===== src/rtl/bus_cycle_monitor.sv =====
// Bus cycle monitor: BOOT overlay generation, wait-stated I/O DTACK and bus-error timeout for the 68000.
// Optional fault address latch enabled by defining BUS_FAULT_LATCH_EN.
module bus_cycle_monitor #(
    parameter int IO_WAIT      = 2,
    parameter int BERR_TIMEOUT = 64,
    parameter int BOOT_CYCLES  = 4,
    parameter int CNT_W        = 8
) (
    input  logic        i_CLK,
    input  logic        i_RESET,
    input  logic        i_AS_n,
    input  logic        i_IOSEL_n,
    input  logic        i_DTACK_n,
`ifdef BUS_FAULT_LATCH_EN
    input  logic [23:1] i_A,
    input  logic        i_FAULT_CLR,
    output logic [23:1] o_FAULT_ADDR,
    output logic        o_FAULT_VALID,
`endif
    output logic        o_IODTACK,
    output logic        o_BERR_n,
    output logic        o_BOOT
);

    localparam int BW = $clog2(BOOT_CYCLES + 1);

    typedef enum logic [2:0] {
        S_IDLE  = 3'd0,
        S_CYCLE = 3'd1,
        S_ACK   = 3'd2,
        S_DONE  = 3'd3,
        S_BERR  = 3'd4
    } state_t;

    state_t            state_q, state_d;
    logic [CNT_W-1:0]  cnt_q, cnt_d;
    logic              io_q, io_d;
    logic [BW-1:0]     boot_cnt_q, boot_cnt_d;
    logic              boot_q, boot_d;
    logic              iodtack_q, iodtack_d;
    logic              berr_n_q, berr_n_d;

    logic              as_meta_q, as_s_q;
    logic              dt_meta_q, dt_s_q;

    logic              cycle_done;
    logic              berr_entry;

`ifdef BUS_FAULT_LATCH_EN
    logic [23:1]       fault_addr_q, fault_addr_d;
    logic              fault_valid_q, fault_valid_d;
`endif

    always_comb begin
        state_d    = state_q;
        cnt_d      = cnt_q;
        io_d       = io_q;
        boot_cnt_d = boot_cnt_q;
        boot_d     = boot_q;
        cycle_done = 1'b0;
        berr_entry = 1'b0;

        case (state_q)
            S_IDLE: begin
                if (!as_s_q) begin
                    state_d = S_CYCLE;
                    cnt_d   = '0;
                    io_d    = !i_IOSEL_n;
                end
            end
            S_CYCLE: begin
                cnt_d = cnt_q + 1'b1;
                // Abort outranks everything; I/O ack outranks external DTACK and timeout.
                if (as_s_q) begin
                    state_d = S_IDLE;
                end else if (io_q && (cnt_q == CNT_W'(IO_WAIT - 1))) begin
                    state_d = S_ACK;
                end else if (!io_q && !dt_s_q) begin
                    state_d = S_DONE;
                end else if (cnt_q == CNT_W'(BERR_TIMEOUT - 1)) begin
                    state_d    = S_BERR;
                    berr_entry = 1'b1;
                end
            end
            S_ACK, S_DONE: begin
                if (as_s_q) begin
                    state_d    = S_IDLE;
                    cycle_done = 1'b1;
                end
            end
            S_BERR: begin
                if (as_s_q) begin
                    state_d = S_IDLE;
                end
            end
            default: state_d = S_IDLE;
        endcase

        if (cycle_done && !boot_q) begin
            boot_cnt_d = boot_cnt_q + 1'b1;
            if (boot_cnt_d == BW'(BOOT_CYCLES)) begin
                boot_d = 1'b1;
            end
        end

        iodtack_d = (state_d == S_ACK);
        berr_n_d  = (state_d != S_BERR);
    end

`ifdef BUS_FAULT_LATCH_EN
    // A fresh fault on the clearing edge replaces the old one rather than being lost.
    always_comb begin
        fault_addr_d  = fault_addr_q;
        fault_valid_d = fault_valid_q;
        if (berr_entry && (!fault_valid_q || i_FAULT_CLR)) begin
            fault_addr_d  = i_A;
            fault_valid_d = 1'b1;
        end else if (i_FAULT_CLR) begin
            fault_valid_d = 1'b0;
        end
    end

    always_ff @(posedge i_CLK) begin
        if (i_RESET) begin
            fault_addr_q  <= '0;
            fault_valid_q <= 1'b0;
        end else begin
            fault_addr_q  <= fault_addr_d;
            fault_valid_q <= fault_valid_d;
        end
    end

    assign o_FAULT_ADDR  = fault_addr_q;
    assign o_FAULT_VALID = fault_valid_q;
`endif

    always_ff @(posedge i_CLK) begin
        if (i_RESET) begin
            as_meta_q  <= 1'b1;
            as_s_q     <= 1'b1;
            dt_meta_q  <= 1'b1;
            dt_s_q     <= 1'b1;
            state_q    <= S_IDLE;
            cnt_q      <= '0;
            io_q       <= 1'b0;
            boot_cnt_q <= '0;
            boot_q     <= 1'b0;
            iodtack_q  <= 1'b0;
            berr_n_q   <= 1'b1;
        end else begin
            as_meta_q  <= i_AS_n;
            as_s_q     <= as_meta_q;
            dt_meta_q  <= i_DTACK_n;
            dt_s_q     <= dt_meta_q;
            state_q    <= state_d;
            cnt_q      <= cnt_d;
            io_q       <= io_d;
            boot_cnt_q <= boot_cnt_d;
            boot_q     <= boot_d;
            iodtack_q  <= iodtack_d;
            berr_n_q   <= berr_n_d;
        end
    end

    assign o_IODTACK = iodtack_q;
    assign o_BERR_n  = berr_n_q;
    assign o_BOOT    = boot_q;

endmodule


===== config.mk =====
export PLATFORM = sky130hd
export DESIGN_NAME = bus_cycle_monitor
export DESIGN_NICKNAME = d
export VERILOG_FILES = /design/src/rtl/bus_cycle_monitor.sv
export SDC_FILE = /design/constraint.sdc
export NUM_CORES = 1
export LEC_CHECK = 0
export ABC_AREA = 1
export BUFFER_PORTS_ARGS = -buffer_cell sky130_fd_sc_hd__buf_2
export CORE_MARGIN = 4
export CORE_UTILIZATION = 38
export CTS_CLUSTER_DIAMETER = 30
export DETAILED_ROUTE_END_ITERATION = 10
export PLACE_DENSITY = 0.57
export SLEW_MARGIN = 20
export SYNTH_ARGS = -nofsm -noshare
export SYNTH_HDL_FRONTEND = slang
export SYNTH_SLANG_ARGS = --single-unit

===== constraint.sdc =====
create_clock -name i_CLK -period 1.55 [get_ports i_CLK]
set_input_delay 0.0775 -clock i_CLK [delete_from_list [all_inputs] [get_ports i_CLK]]
set_output_delay 0.0775 -clock i_CLK [all_outputs]
set_load 0.005 [all_outputs]

## Word level (Yosys, flattened, before mapping)

Cells that the tools add are included.

| word-level totals | value |
|---|---|
| logic and storage cells | 49 |
| bits of input ports | 5 |
| output and inout port bits | 3 |
| flip-flop bits (word level) | 22 |

| operators by class | value |
|---|---|
| reduce and logical (&&, ||, !) cells | 14 |
| muxes and demuxes | 11 |
| add/sub/neg operators | 2 |
| eq/ne operators | 10 |
| bitwise logic cells | 1 |

Operators by type and width:

| cell | count |
|---|---|
| $mux W3 | 6 |
| $pmux W8 S2 | 1 |
| $eq A3 B2 Y1 const B | 3 |
| $pmux W3 S3 | 1 |
| $add A8 B1 Y8 const B | 1 |
| $eq A8 B1 Y1 const B | 1 |
| $eq A8 B6 Y1 const B | 1 |
| $mux W8 | 1 |
| $eq A3 B3 Y1 const B | 2 |
| $reduce_and A2 Y1 | 3 |
| $logic_not A1 Y1 | 4 |
| $add A3 B1 Y3 const B | 1 |
| $eq A3 B1 Y1 const B | 1 |
| $logic_and A1 B1 Y1 | 3 |
| $logic_not A3 Y1 | 1 |
| $ne A3 B3 Y1 const B | 1 |
| $reduce_or A3 Y1 | 1 |
| $mux W1 | 2 |
| $ne A2 B2 Y1 const B | 1 |
| $reduce_bool A2 Y1 | 1 |
| $reduce_or A2 Y1 | 1 |
| $not A1 Y1 | 1 |

## Longest topological paths before layout

Gate-level depths: netlist (run 1).

| depth | value |
|---|---|
| depth in word-level cells | 7 |
| mapped depth | 12 |
| mapped depth without buffers | 12 |

## Least setup slack after synthesis (run 1)

OpenSTA, ideal clock, no wires.

| timing | value |
|---|---|
| path kind | register to register |
| start point | register cnt_q[0] |
| end point | register berr_n_q (netlist: o_BERR_n) |
| data arrival time | 1,173 ps |
| library setup time | 109 ps |
| cell stages (with the launch flop) | 10 |
| required time | 1,441 ps |
| clock period less this slack | 1,282 ps |
| setup slack | 268 ps |
| cell sequence | dfxtp_1 > ha_1 > nand2_2 > nor2_4 > nand3_2 > nand2_1 > nand3_1 > and2_4 > nor2_4 > inv_2 |

| between the ends | value |
|---|---|
| longest elaborated chain between the ends | 7 |
| elaborated cells on any way between the ends | 9 |
| those cells by class | 3 x eq/ne; 5 x mux; 1 x reduce/logical |

Ends and longest elaborated chain:

| what | line | source |
|---|---|---|
| start: declaration | 36 | `logic [CNT_W-1:0] cnt_q, cnt_d;` |
| start signal: assignment | 156 | `cnt_q <= cnt_d;` |
| $eq A8 B6 Y1 | 80 | `end else if (cnt_q == CNT_W'(BERR_TIMEOUT - 1)) begin` |
| $mux W3 | 80 |  |
| $mux W3 | 78 | `end else if (!io_q && !dt_s_q) begin` |
| $mux W3 (*) | 76 | `end else if (io_q && (cnt_q == CNT_W'(IO_WAIT - 1))) begin` |
| $mux W3 (*) | 74 | `if (as_s_q) begin` |
| $pmux W3 S3 (*) | 63 | `case (state_q)` |
| $ne A3 B3 Y1 (*) | 107 | `berr_n_d = (state_d != S_BERR);` |
| end signal: assignment | 161 | `berr_n_q <= berr_n_d;` |
| end: declaration | 41 | `logic berr_n_q, berr_n_d;` |

Mark *: on every way between the ends. The rest lies on a longest branch, timed or not.
A chain may end at the register's enable or synchronous reset.

## Worst setup path in the final report (run 1)

Same ends and word-level chain as after synthesis.

==> metrics.csv, run 1 <==
metric,value,unit
grt_pass1_wl,3440,um
required,1.77,ns
post-synth-top-count-cell,nand2_1,
async_flop_share,0,%
antenna_found_initial,0,
post_synth_inst_count,139,
tightest_slew,0.323,ns
setup_viol_count_final,0,
grt_overflow,0,
finalMaxSlewViolations,0,
grt_pass1_vias,845,
synth.mux.area_fraction,0,%
ys.flop_type,dfxtp_1,
fin_crit_sh,92.0,%
critPathMaxFanout,5,
hold_viol,0,
num_rows,18,
cpMostUsedCell,nor2_4,
synth_edf_count,0,
synth_area_leaders,"dfxtp_1 (42%), nand2_1 (8.2%), nor2_1 (6.4%)",
crit_path_cell_trace,ha_1 > nand2_2 > nor2_4 > nand3_2 > nand2_1 > nand3_1 > and2_4 > nor2_4 > inv_2,
synth_fa_ha_area_share,4.74,%
max_freq,702,MHz
io_pins,8,
synth-xor-area-share,0.829,%
synth_compound_area_share,14.0,%
antenna_left,0,
critPathKind,flip-flop to flip-flop,
cts_made_buffers,3,
cp_top_family,simple AND/OR/NAND/NOR gates,
end_kind,flip-flop,
fin_tns_setup,0,ns
synth_seq_cells,22,
ir_drop,0.594,mV
core,2570,um2
diodes,0,
max_stage_delay,0.42,ns
crit_path_top_delay_cell,dfxtp_1,
initial_core_util,41.1,%
synthToLayoutAreaGrowth,12.9,%
cp_num_buf_inv,1,
hpwl,1440,um
routed_wl,1950,um
startpoint_type,flip-flop,
drive_above_1_share,19.7,%
h-tree-depth,1,
yosysTopAreaCellShare,41.7,%
syn_area_per_cell,7.60,um2
cts_tree,yes,
layout.cells.non_filler,182,
ys_seq_area_share,41.7,%
final_nets,162,
clockBufferDepth,2,
vias,902,
period_minus_slack,1.43,ns
via_per_inst,4.96,
arrival,1.64,ns
synth_top_family_by_area,simple AND/OR/NAND/NOR gates,
rsz0062_at_grt,false,
drt_first_pass_iters,4,
synth_common_cells,"nand2_1 (23), dfxtp_1 (22), nor2_1 (18)",
skew,0.00233,ns
synth-simple-area-share,31.0,%
gp_congestion,0.874,
yosysWarningCount,0,
yosysTopAreaCell,dfxtp_1,
post-cts-setup-buffers,0,
synth.distinct_cells,27,
p_per_area,793,nW/um2
path_clk_slew,0.12,ns
die_area,3690,um2
hp-class,input port to flip-flop,
drc,0,
synth_fp_nets,148,
status,completed,
clock_sinks,22,
grt_start_max_net_pins,17,
die_w,60.7,um
slew_headroom,78.5,%
routedWlPerCell,10.7,um
drtIter0Drc,18,
cap_violations,0,
synth_area,1060,um2
portBuffers,7,
die_y,60.7,um
p_leak,0.503,nW
cts_root_buf,clkbuf_4,
clk_latency,0.30,ns
track_usage,12.4,%
dp_cells,175,
-- logic make-up after synthesis --
kind of cell | Yosys count
and+or+nand+nor | 65
AOI/OAI and AO/OA | 26
DFF | 22
buffers and inverters | 21
adders and majority gates | 4
xor gates and xnor gates | 1
-- layer usage --
layer  up-vias  GRT usage, %  share of wire [%]
met1       405          15.4                 48
met3         6          2.55                3.7
met5         -             0                  0
met4         0          6.50                2.0
met2        16          20.2                 46
li1        475             -                  -
-- report_power, final --
part	switching, mW	internal [mW]	leakage (nW)
clock	0.172	0.143	0.0210
sequential	0.00561	0.573	0.179
combinational	0.0299	0.0211	0.303
-- timing repair --
item / 4_1_cts / 5_1_grt
hold endpoints to repair: 3 / 0
endpoints found under the setup margin: 0 / 2
gates resized for setup: 0 / 1
hold buffers: 3 / 0
-- per-stage QoR --
step | worst slack (ns) | util, % | hold WS (ns) | power (mW) | cell area, um2
after floorplan | 0.268 | - | 0.156 | 0.622 | 1060
final | 0.125 | 46.4 | 0.133 | 0.945 | 1190
after CTS | 0.118 | 46.4 | 0.132 | 0.960 | 1190
after detailed placement | 0.147 | 43.8 | 0.260 | 0.637 | 1120
after global placement | 0.193 | 43.8 | 0.254 | 0.637 | 1120
after global routing | 0.00770 | 46.4 | 0.149 | 0.988 | 1190
-- layout make-up --
| cell class | count | area, um2 |
|---|---|---|
| fillers | 272 | 1380 |
| clock buffers | 4 | 36.3 |
| flip-flops and latches | 22 | 442 |
| well taps | 30 | 37.5 |
| repair buffers | 10 | 65.1 |
| inverters | 20 | 77.6 |
| multi-input cells | 96 | 534 |
-- worst register-to-register path, cell delays in order, from the launching register on --
cell and delay [ns]:
dfxtp_1 0.42, ha_1 0.20, nand2_2 0.08, nor2_4 0.14
nand3_2 0.10, nand2_1 0.08, nand3_1 0.08, and2_4 0.15
nor2_4 0.08, inv_2 0.03
-- path summary, 6_finish.rpt --
kind                                 from        to  slack (ns)  cells past startpoint
worst max-delay path             cnt_q[0]  o_BERR_n        0.12                      9
worst min-delay path              i_RESET  cnt_q[1]        0.13                      2
worst max register to register   cnt_q[0]  o_BERR_n        0.12                      9
worst min register to register  dt_meta_q    dt_s_q        0.43                      1
-- flip-flops by register name (all words and copies together), names as in the netlist --
name        cells
o_IODTACK       1
dt_meta_q       1
io_q            1
dt_s_q          1
as_meta_q       1
o_BOOT          1
cnt_q           8
as_s_q          1
state_q         3
o_BERR_n        1
boot_cnt_q      3
-- cells in the final DEF (no fill, tap or decap), drive strengths merged --
| cell type | instances |
|---|---|
| nand2 | 26 |
| dfxtp | 22 |
| nor2 | 22 |
| inv | 20 |
| a21oi | 13 |
| o21ai | 8 |
| nand3 | 8 |
| buf | 7 |
| or2 | 4 |
| ha | 4 |
| clkbuf | 4 |
| dlygate4sd3 | 3 |
| nand4 | 2 |
| o22ai | 1 |
| a21boi | 1 |
| nor4b | 1 |
| a32oi | 1 |
| nor3 | 1 |
| a211oi | 1 |
| and2 | 1 |
| xor2 | 1 |
| a311oi | 1 |
Power figures use the tool's default switching activity.
==> run 2, diff against run 1 <==
--- a/config.mk
+++ b/config.mk
@@ -8,10 +8,10 @@
 export ABC_AREA = 1
 export BUFFER_PORTS_ARGS = -buffer_cell sky130_fd_sc_hd__buf_2
 export CORE_MARGIN = 4
-export CORE_UTILIZATION = 38
+export CORE_UTILIZATION = 30
 export CTS_CLUSTER_DIAMETER = 30
 export DETAILED_ROUTE_END_ITERATION = 10
-export PLACE_DENSITY = 0.57
+export PLACE_DENSITY = 0.48
 export SLEW_MARGIN = 20
 export SYNTH_ARGS = -nofsm -noshare
 export SYNTH_HDL_FRONTEND = slang
==> constraint.sdc (replaced) <==
create_clock -name i_CLK -period 1.55 [get_ports i_CLK]
set_input_delay 0.31 -clock i_CLK [delete_from_list [all_inputs] [get_ports i_CLK]]
set_output_delay 0.31 -clock i_CLK [all_outputs]
set_load 0.005 [all_outputs]
==> metrics.csv, run 2 (synthesis gave the netlist of run 1 again) <==
metric,value,unit,change
status,completed,,
power_frac_clock,33.2,%,about the same
required,1.77,ns,about the same
cap_violations,0,,unchanged
routedWlPerCell,9.79,um,-8.8%
cts_tree,yes,,
routed_wl,1910,um,-2.3%
place_area,1140,um2,+1.8%
seqPwrFrac,62.0,%,+0.7 points
preCtsSetupSlack,0.160,ns,+0.0132 ns
fin_crit_sh,88.0,%,-3.9 points
dp_cells,191,,+9.1%
hp-class,input port to flip-flop,,
use_met1,13.3,%,-2.1 points
largest_reg_flops,8,,unchanged
finalMaxSlewViolations,0,,unchanged
rsz0062_at_grt,false,,
die_w,67.3,um,+11%
startpoint_type,flip-flop,,
die_area,4530,um2,+23%
top_register,cnt_q,,
switchingPower,0.203,mW,-2.3%
layout_setup_ws,0.185,ns,+0.0606 ns
grt.busiest_layer,met2,,
utilization,35.2,%,-11 points
clk_latency,0.30,ns,about the same
fin_hold_ws,0.170,ns,+0.0375 ns
drtIter0Drc,27,,+9
critPathMaxFanout,5,,unchanged
swShare,21.7,%,-0.29 points
cts_root_buf,clkbuf_4,,
grt_start_max_net_pins,17,,unchanged
design_area,1180,um2,-0.84%
portBuffers,7,,unchanged
skew,0.00564,ns,+0.00331 ns
h-tree-depth,1,,unchanged
fin_tns_setup,0,ns,unchanged
combPwrFrac,4.8,%,-0.6 points
tightest_slew,0.312,ns,-0.0105 ns
ir_drop,0.407,mV,-32%
antenna_left,0,,unchanged
clock_sinks,22,,unchanged
core,3360,um2,+31%
clockBufferDepth,2,,unchanged
hold_viol,0,,unchanged
final_nets,159,,-1.9%
end_kind,flip-flop,,
grtUsageMet2,15.6,%,-4.6 points
vias,856,,-5.1%
io_pins,8,,unchanged
drc,0,,unchanged
hpwl,1460,um,+1.8%
top_regs,"cnt_q x8, boot_cnt_q x3, state_q x3",,
mostFrequentLayoutCell,nand2_1,,
arrival,1.58,ns,-0.06 ns
path_clk_slew,0.12,ns,about the same
p_leak,0.490,nW,-2.5%
track_usage,10.1,%,-2.2 points
gp_congestion,0.845,,-3.4%
diodes,0,,unchanged
grt_pass1_vias,822,,-2.7%
grt_pass1_wl,3540,um,+3.0%
cts_resized,0,,unchanged
layout.cells.non_filler,195,,+7.1%
cts_made_buffers,3,,unchanged
antenna_found_initial,0,,unchanged
drt_first_pass_iters,4,,unchanged
via_per_inst,4.39,,-11%
die_y,67.3,um,+11%
p_int,0.733,mW,-0.66%
period_minus_slack,1.36,ns,-0.0606 ns
holdBufCountCts,0,,-3
final_cell_mix,"nand2_1 (23), dfxtp_1 (21), nor2_1 (18)",,
p_total,0.935,mW,-1.0%
post-cts-setup-buffers,0,,unchanged
p_per_area,791,nW/um2,-0.18%
grt_overflow,0,,unchanged
use_met3,3.66,%,+1.1 points
num_rows,21,,+3
drive_above_1_share,20.1,%,+0.40 points
synthToLayoutAreaGrowth,12.0,%,
slew_headroom,79.2,%,+0.70 points
setup_viol_count_final,0,,unchanged
max_freq,733,MHz,+4.4%
critPathKind,flip-flop to flip-flop,,
initial_core_util,31.4,%,-9.7 points
run 2: worst max-delay path, stage by stage, from the launching register on:
cell     delay (ns)
dfxtp_2        0.39
ha_1           0.19
nand2_2        0.08
nor2_4         0.13
nand3_2        0.10
nand2_1        0.08
nand3_1        0.07
and2_4         0.15
nor2_4         0.08
inv_2          0.03
run 2: metal layers:
metal | vias up | share of wire, %
met5 | - | 0
met4 | 0 | 0.89
met3 | 2 | 4.0
met2 | 12 | 42
met1 | 373 | 53
li1 | 469 | -
run 2: final timing paths:
kind | slack [ns] | from | cells past startpoint | to
max | 0.19 | cnt_q[0] | 9 | o_BERR_n
min | 0.17 | i_IOSEL_n | 2 | io_q
max reg2reg | 0.19 | cnt_q[0] | 9 | o_BERR_n
min reg2reg | 0.42 | as_meta_q | 1 | as_s_q
run 2: cell type report:
cell class | instances | area (um2)
Inverter | 20 | 77.6
Tap cell | 46 | 57.6
Clock buffer | 4 | 36.3
Timing Repair Buffer | 7 | 35.0
Sequential cell | 22 | 442
Fill cell | 394 | 2180
Multi-Input combinational cell | 96 | 534
run 2: power groups by stage:
| stage | sequential [mW] | combinational (mW) | clock (mW) |
|---|---|---|---|
| after floorplan | 0.590 | 0.0316 | 0 |
| after global placement | 0.592 | 0.0449 | 0 |
| after detailed placement | 0.592 | 0.0448 | 0 |
| after CTS | 0.580 | 0.0449 | 0.331 |
| after global routing | 0.582 | 0.0519 | 0.356 |
| final | 0.580 | 0.0445 | 0.311 |
